[src/rtl/instruction_mem_access.sv]
// Memory-access pipeline stage: issues data-cache requests, aligns store data, extends load data.
// Latency: request is combinational from EX/MEM; MEM/WB results register one cycle after completion.
// Backpressure: MA_stall holds EX/MEM until dmem_resp; IF_stall freezes the stage and parks a finished access in HOLD.

package rv32i_types;

  typedef enum logic [6:0] {
    op_lui   = 7'b0110111,
    op_auipc = 7'b0010111,
    op_jal   = 7'b1101111,
    op_jalr  = 7'b1100111,
    op_br    = 7'b1100011,
    op_load  = 7'b0000011,
    op_store = 7'b0100011,
    op_imm   = 7'b0010011,
    op_reg   = 7'b0110011,
    op_csr   = 7'b1110011
  } rv32i_opcode;

  typedef struct packed {
    rv32i_opcode opcode;
    logic        load_regfile;
    logic [4:0]  rd;
    logic [2:0]  regfilemux_sel;
  } rv32i_control_word;

endpackage

module instruction_mem_access
  import rv32i_types::*;
(
  input  logic              clk,
  input  logic              rst,
  input  rv32i_control_word ctrl_word_in,
  input  logic [31:0]       instruction_in,
  input  logic [31:0]       PC_in,
  input  logic [31:0]       alu_out_in,
  input  logic [31:0]       rs2_in,
  input  logic [3:0]        mem_byte_enable_in,
  input  logic              br_en_in,
  input  logic              IF_stall,
  input  logic [31:0]       dmem_rdata,
  input  logic              dmem_resp,
  output logic              dmem_read,
  output logic              dmem_write,
  output logic [31:0]       dmem_address,
  output logic [31:0]       dmem_wdata,
  output logic [3:0]        dmem_byte_enable,
  output logic              MA_stall,
  output rv32i_control_word ctrl_word_out,
  output logic [31:0]       instruction_out,
  output logic [31:0]       PC_out,
  output logic [31:0]       alu_out_out,
  output logic [31:0]       load_data_out,
  output logic              br_en_out
);

  typedef enum logic [1:0] {
    IDLE = 2'd0,
    WAIT = 2'd1,
    HOLD = 2'd2
  } state_t;

  state_t      state, state_next;
  logic        is_load, is_store, is_mem;
  logic        resp_taken;
  logic        adv;
  logic [4:0]  byte_shift;
  logic [31:0] capture_q;
  logic [31:0] load_src;
  logic [31:0] load_shifted;
  logic [31:0] load_ext;
  logic [2:0]  funct3;

  assign is_load    = (ctrl_word_in.opcode == op_load);
  assign is_store   = (ctrl_word_in.opcode == op_store);
  assign is_mem     = is_load || is_store;
  assign byte_shift = {alu_out_in[1:0], 3'b000};
  assign funct3     = instruction_in[14:12];

  // Request side: word-aligned address, store data lane-shifted to its byte offset.
  assign dmem_address     = {alu_out_in[31:2], 2'b00};
  assign dmem_wdata       = rs2_in << byte_shift;
  assign dmem_byte_enable = is_store ? mem_byte_enable_in : 4'b1111;

  assign adv = !MA_stall && !IF_stall;

  // Next-state, request strobes and stall; reset silences all strobes immediately.
  always_comb begin
    state_next = state;
    dmem_read  = 1'b0;
    dmem_write = 1'b0;
    MA_stall   = 1'b0;
    resp_taken = 1'b0;
    if (rst) begin
      case (state)
        IDLE, WAIT: begin
          if (is_mem) begin
            dmem_read  = is_load;
            dmem_write = is_store;
            if (dmem_resp) begin
              resp_taken = 1'b1;
              // A finished access that cannot advance is parked so it is never re-issued.
              state_next = IF_stall ? HOLD : IDLE;
            end else begin
              MA_stall   = 1'b1;
              state_next = WAIT;
            end
          end else begin
            state_next = IDLE;
          end
        end
        HOLD: begin
          if (!IF_stall) state_next = IDLE;
        end
        default: state_next = IDLE;
      endcase
    end
  end

  // State register.
  always_ff @(posedge clk) begin
    if (!rst) state <= IDLE;
    else      state <= state_next;
  end

  // Keep the returned word while the pipeline is frozen, since the cache drives it for one cycle only.
  always_ff @(posedge clk) begin
    if (!rst)                         capture_q <= 32'h0;
    else if (resp_taken && IF_stall)  capture_q <= dmem_rdata;
  end

  // Load extraction: pick the addressed bytes and extend according to funct3.
  always_comb begin
    load_src     = (state == HOLD) ? capture_q : dmem_rdata;
    load_shifted = load_src >> byte_shift;
    case (funct3)
      3'b000:  load_ext = {{24{load_shifted[7]}},  load_shifted[7:0]};
      3'b100:  load_ext = {24'h0,                  load_shifted[7:0]};
      3'b001:  load_ext = {{16{load_shifted[15]}}, load_shifted[15:0]};
      3'b101:  load_ext = {16'h0,                  load_shifted[15:0]};
      default: load_ext = load_shifted;
    endcase
  end

  // MEM/WB register: advances only when neither this stage nor fetch is stalled.
  always_ff @(posedge clk) begin
    if (!rst) begin
      ctrl_word_out   <= '0;
      instruction_out <= 32'h0;
      PC_out          <= 32'h0;
      alu_out_out     <= 32'h0;
      load_data_out   <= 32'h0;
      br_en_out       <= 1'b0;
    end else if (adv) begin
      ctrl_word_out   <= ctrl_word_in;
      instruction_out <= instruction_in;
      PC_out          <= PC_in;
      alu_out_out     <= alu_out_in;
      load_data_out   <= is_load ? load_ext : 32'h0;
      br_en_out       <= br_en_in;
    end
  end

endmodule

[config.mk]
export PLATFORM = sky130hd
export DESIGN_NAME = instruction_mem_access
export DESIGN_NICKNAME = d
export VERILOG_FILES = /design/src/rtl/instruction_mem_access.sv
export SDC_FILE = /design/constraint.sdc
export NUM_CORES = 1
export LEC_CHECK = 0
export ABC_AREA = 1
export CORE_AREA = 2 2 170 172
export DETAILED_ROUTE_END_ITERATION = 7
export DIE_AREA = 0 0 172 174
export HOLD_SLACK_MARGIN = 0.12
export PLACE_DENSITY = 0.72
export SYNTH_ARGS = -nofsm -noshare
export SYNTH_HDL_FRONTEND = slang
export SYNTH_SLANG_ARGS = --single-unit
export TNS_END_PERCENT = 5
[constraint.sdc]
create_clock -name clk -period 3.4 [get_ports clk]
set_input_delay 1.02 -clock clk [delete_from_list [all_inputs] [get_ports clk]]
set_output_delay 1.02 -clock clk [all_outputs]
set_load 0.02 [all_outputs]
# Yosys cells after proc, flatten, opt, wreduce, memory -nomap -nowiden
# Cells that the tools add are included.
[classes] n_eq_ne=8 shifts=2 muxes=23 reduce_logical=8
[op_table] cell="32-bit one-hot mux with 4 select lines" n=1
[op_table] cell="32-bit 2-to-1 mux" n=2
[op_table] cell="32-bit by 5-bit left shift with 32-bit output" n=1
[op_table] cell="32-bit by 5-bit >> shifter with 32-bit output" n=1
[op_table] cell="1-bit 2-to-1 mux" n=14
[op_table] cell="2-bit 2-to-1 mux" n=4
[op_table] cell="7-bit by 2-bit equality test with 1-bit output (second input constant)" n=1
[op_table] cell="7-bit by 6-bit equality test with 1-bit output (second input constant)" n=1
[op_table] cell="3-bit equality test (second input constant)" n=2
[op_table] cell="4-bit 2-to-1 mux" n=1
[op_table] cell="2-bit one-hot mux with 2 select lines" n=1
[op_table] cell="3-bit by 1-bit equality test with 1-bit output (second input constant)" n=1
[op_table] cell="3-bit logical NOT" n=1
[op_table] cell="2-bit by 1-bit equality test with 1-bit output (second input constant)" n=1
[op_table] cell="2-bit equality test (second input constant)" n=1
[op_table] cell="1-bit logical AND" n=2
[op_table] cell="1-bit logical NOT" n=2
[op_table] cell="2-bit logical NOT" n=1
[op_table] cell="2-bit != test (second input constant)" n=1
[op_table] cell="2-bit OR reduction" n=1
[op_table] cell="1-bit logical OR" n=1
[totals] reg_bits=179 in_bits=185 output_inout_bits=216 elab_cells=52

# Longest topological paths before layout
[depth] word_depth=7 ltp_mapped=12 ltp_nobuf=11

# Worst setup path before layout
# No wires, ideal clock.
[synth_timing] kind="input -> output" from="input port alu_out_in[0]" to="output port dmem_wdata[19]" t_arrival_ns=2.324 t_required_ns=2.380 setup_slack_ns=0.056 stages=6 n_path_buf=3 cell_sequence="clkinv_1 -> clkbuf_1 -> buf_2 -> buf_2 -> nand2_1 -> o21ai_0"
[synth_between] elab_chain_cells=1
[synth_lines] element="start: declaration" line="37" source="input logic [31:0] alu_out_in,"
[synth_lines] element="32-bit by 5-bit left shift with 32-bit output" line="83" source="assign dmem_wdata = rs2_in << byte_shift;"
[synth_lines] element="end: declaration" line="47" source="output logic [31:0] dmem_wdata,"
# No other way between the ends.

# Final worst setup path
[layout_timing] from="input port alu_out_in[0]" to="output port dmem_wdata[14]"
# The elaborated chain is that of the path after synthesis.

==> impl_metrics.py <==
metrics = {
    "global_route": {
        "overflow": 0,
        "track_usage_pct": 19.27,
        "grt_pass1_wl_mm": 45.32,
        "antenna_found_initial": 4,
        "grt_max_degree": 89,
        "grt_pass1_vias": 8523,
    },
    "finish": {
        "drive_above_1_share_pct": 7.069,
        "postLayoutCoreUtil_pct": 45.45,
        "final_area_um2": 12830,
        "seq_area_um2": 3583,
        "final_cells": 1928,
        "fillerInstances": 2829,
        "finalNetCount": 1714,
        "area_delta_synth_final_pct": 55.13,
        "multi_input_area_um2": 3771,
    },
    "yosys": {
        "syn_inst": 1194,
        "ys_seq_area_share_pct": 43.32,
        "synthTopCellsByArea": "dfxtp_1, nor2_1, o21ai_0, nand2_1, a21oi_1",
        "synth_top_area_share_pct": 43.32,
        "synth_edf_count": 0,
        "synthArstFlopShare_pct": 0,
        "synthesis.area_um2": 8273,
        "synth_common_cells": "nor2_1, o21ai_0, dfxtp_1, nand2_1, a21oi_1",
        "syn_area_per_cell_um2": 6.929,
        "synth_top_area_cell": "dfxtp_1",
        "synth_flop_cell": "dfxtp_1",
        "yosys_warnings": 0,
        "synthDistinctLibCells": 30,
        "ys_seq_elements": 179,
        "synth.most_common_cell": "nor2_1",
    },
    "routing": {
        "drtAntennaViolNets": 0,
        "dr.pass1.iters": 5,
        "drtIter0Drc": 602,
        "wl_per_cell_um": 15.48,
        "routed_via_density": 4.703,
        "drt_wl_total_mm": 29.84,
        "num_vias": 9067,
        "drc_errors": 0,
    },
    "floorplanning": {
        "die_width_um": 172,
        "die_h_um": 174,
        "design.core.area_um2": 28240,
        "num_io_pins": 401,
        "start_util_pct": 29.30,
        "die-area_um2": 29930,
        "row_count": 62,
    },
    "cts": {
        "cts_sinks": 179,
        "postCtsSetupBuffers": 0,
        "cts-root-buf": "clkbuf_16",
        "htreeDepth": 4,
        "insertion_delay_ns": 0.43,
        "cts_tree": "yes",
        "numCtsBuffers": 17,
        "clockBufferDepth": 2,
        "clk_pin_slew_worst_paths_ns": 0.07,
    },
    "power": {
        "vdd_drop_max_mv": 0.3027,
        "pwr-share-clk_pct": 36.4,
        "power.switching_mw": 1.575,
        "combinationalPowerShare_pct": 21.2,
        "switching_share_pct": 29.88,
        "leakagePower_nw": 5.390,
        "pwr_density_cell_nw_per_um2": 410.7,
        "pwr-share-seq_pct": 42.4,
        "internal-power_mw": 3.696,
        "totalPowerFinal_mw": 5.271,
    },
    "sta": {
        "drv_slew": 0,
        "whs_ns": 0.4686,
        "finalHoldViolCount": 0,
        "min_period_ns": 3.476,
        "worst_slew_pin_slew_ns": 0.7743,
        "final.setup.tns_ns": -0.1989,
        "rsz0062_at_grt": "yes",
        "min_period_over_period_pct": 102.2,
        "fmaxAchievable_mhz": 287.7,
        "fin_skew_ns": 0.01198,
        "setup_ws_ns": -0.07554,
        "slew_headroom_pct": 48.38,
        "setup_violations": 5,
    },
    "critical_path": {
        "max_stage_delay_ns": 0.51,
        "arrival_ns": 2.46,
        "crit_chain": "clkdlybuf4s50_1 -> buf_6 -> mux2i_2 -> nor2_1 -> dlygate4sd2_1",
        "crit_type": "in -> out",
        "end_kind": "output pin",
        "path_max_fanout": 16,
        "cp-start-kind": "input pin",
        "cpMaxStageDelayCell": "clkdlybuf4s50_1",
        "worstPathRequired_ns": 2.38,
    },
    "run_status": {
        "status": "finished with violations",
        "violations": "negative setup slack",
    },
    "placement": {
        "dp_cells": 1894,
        "pre_cts_ws_ns": -0.4011,
        "dpl_cell_area_um2": 12360,
        "dpl.hpwl_mm": 22.37,
        "io_buffers": 398,
        "place_congestion": 0.8715,
    },
    "min_path": {
        "hp-class": "reg -> reg",
    },
    "job": {
        "drv_cap": 0,
    },
}
power by group through the flow:
stage	registers, mW	logic (mW)	clock network (mW)
6_report	2.23	1.12	1.92
5_1_grt	2.25	1.20	2.05
4_1_cts	2.24	1.13	1.98
3_5_place_dp	2.28	1.14	0
3_3_place_gp	2.28	1.13	0
2_1_floorplan	2.40	0.436	0
critical path, delay by kind of cell:
kind          cells  cell delay (ns)
buf+inv           3             1.05
mux               1             0.27
simple gates      1             0.10
kinds of logic (layout without fill, tap and decap cells):
kind of cell / Yosys count / after routing / synth area share (%)
and+or+nand+nor: 535 / 535 / 26.01
AOI/OAI and AO/OA: 289 / 289 / 18.28
buffers and inverters: 184 / 531 / 11.62
DFF: 179 / 179 / 43.32
muxes: 6 / 6 / 0.7260
other: 1 / 4 / 0.04533
metal layers:
layer / part of all wire, % / vias up / global-route usage (%)
met5: 0.090 / - / 0
met4: 2.6 / 4 / 7.248
met3: 8.9 / 43 / 5.874
met2: 50 / 350 / 34.59
met1: 38 / 4168 / 21.12
li1: - / 4502 / -
worst paths after layout:
check | startpoint | end | slack [ns] | depth (start not counted)
worst max-delay path | alu_out_in[0] | dmem_wdata[14] | -0.08 | 5
worst min-delay path | load_data_out[14] | load_data_out[14] | 0.47 | 2
worst min register to register | load_data_out[14] | load_data_out[14] | 0.47 | 2
worst max register to register | state[1] | load_data_out[13] | 1.25 | 10
sequential cells by signal, summed over array words and instances, names as in the netlist:
register         flops
instruction_out     32
PC_out              32
load_data_out       32
alu_out_out         32
br_en_out            1
state                2
ctrl_word_out       16
capture_q           32
placed cells by master (no fill, tap or decap), types with 3 or more instances in the layout:
master	Yosys	layout
inv_6	0	4
inv_1	64	63
o211ai_1	16	16
clkdlybuf4s50_1	0	357
mux2i_1	6	4
nand2_1	168	168
clkbuf_16	0	17
nand3_1	59	58
o21ai_0	182	176
clkbuf_2	3	11
buf_4	39	29
o21ai_1	0	6
a21oi_1	80	80
clkinv_4	0	3
dlygate4sd2_1	0	13
inv_8	0	3
buf_2	24	13
a22oi_1	7	7
buf_12	0	5
dfxtp_1	179	179
nor2_1	294	293
area by class of cell:
class,instances,share of cell area (%)
diodes,2,0.03900
clock buffers,17,3.315
clock inverters,15,1.131
inverters,67,1.979
multi-input cells,832,29.38
flip-flops and latches,179,27.92
well taps,384,3.744
repair buffers,432,32.49
what timing repair did:
item                                    CTS  global route
hold buffers                              0             0
pin swaps                                 0             0
resized for setup                        88            29
endpoints found under the setup margin   39            29
Note: power is estimated with default switching activity, not from simulation.
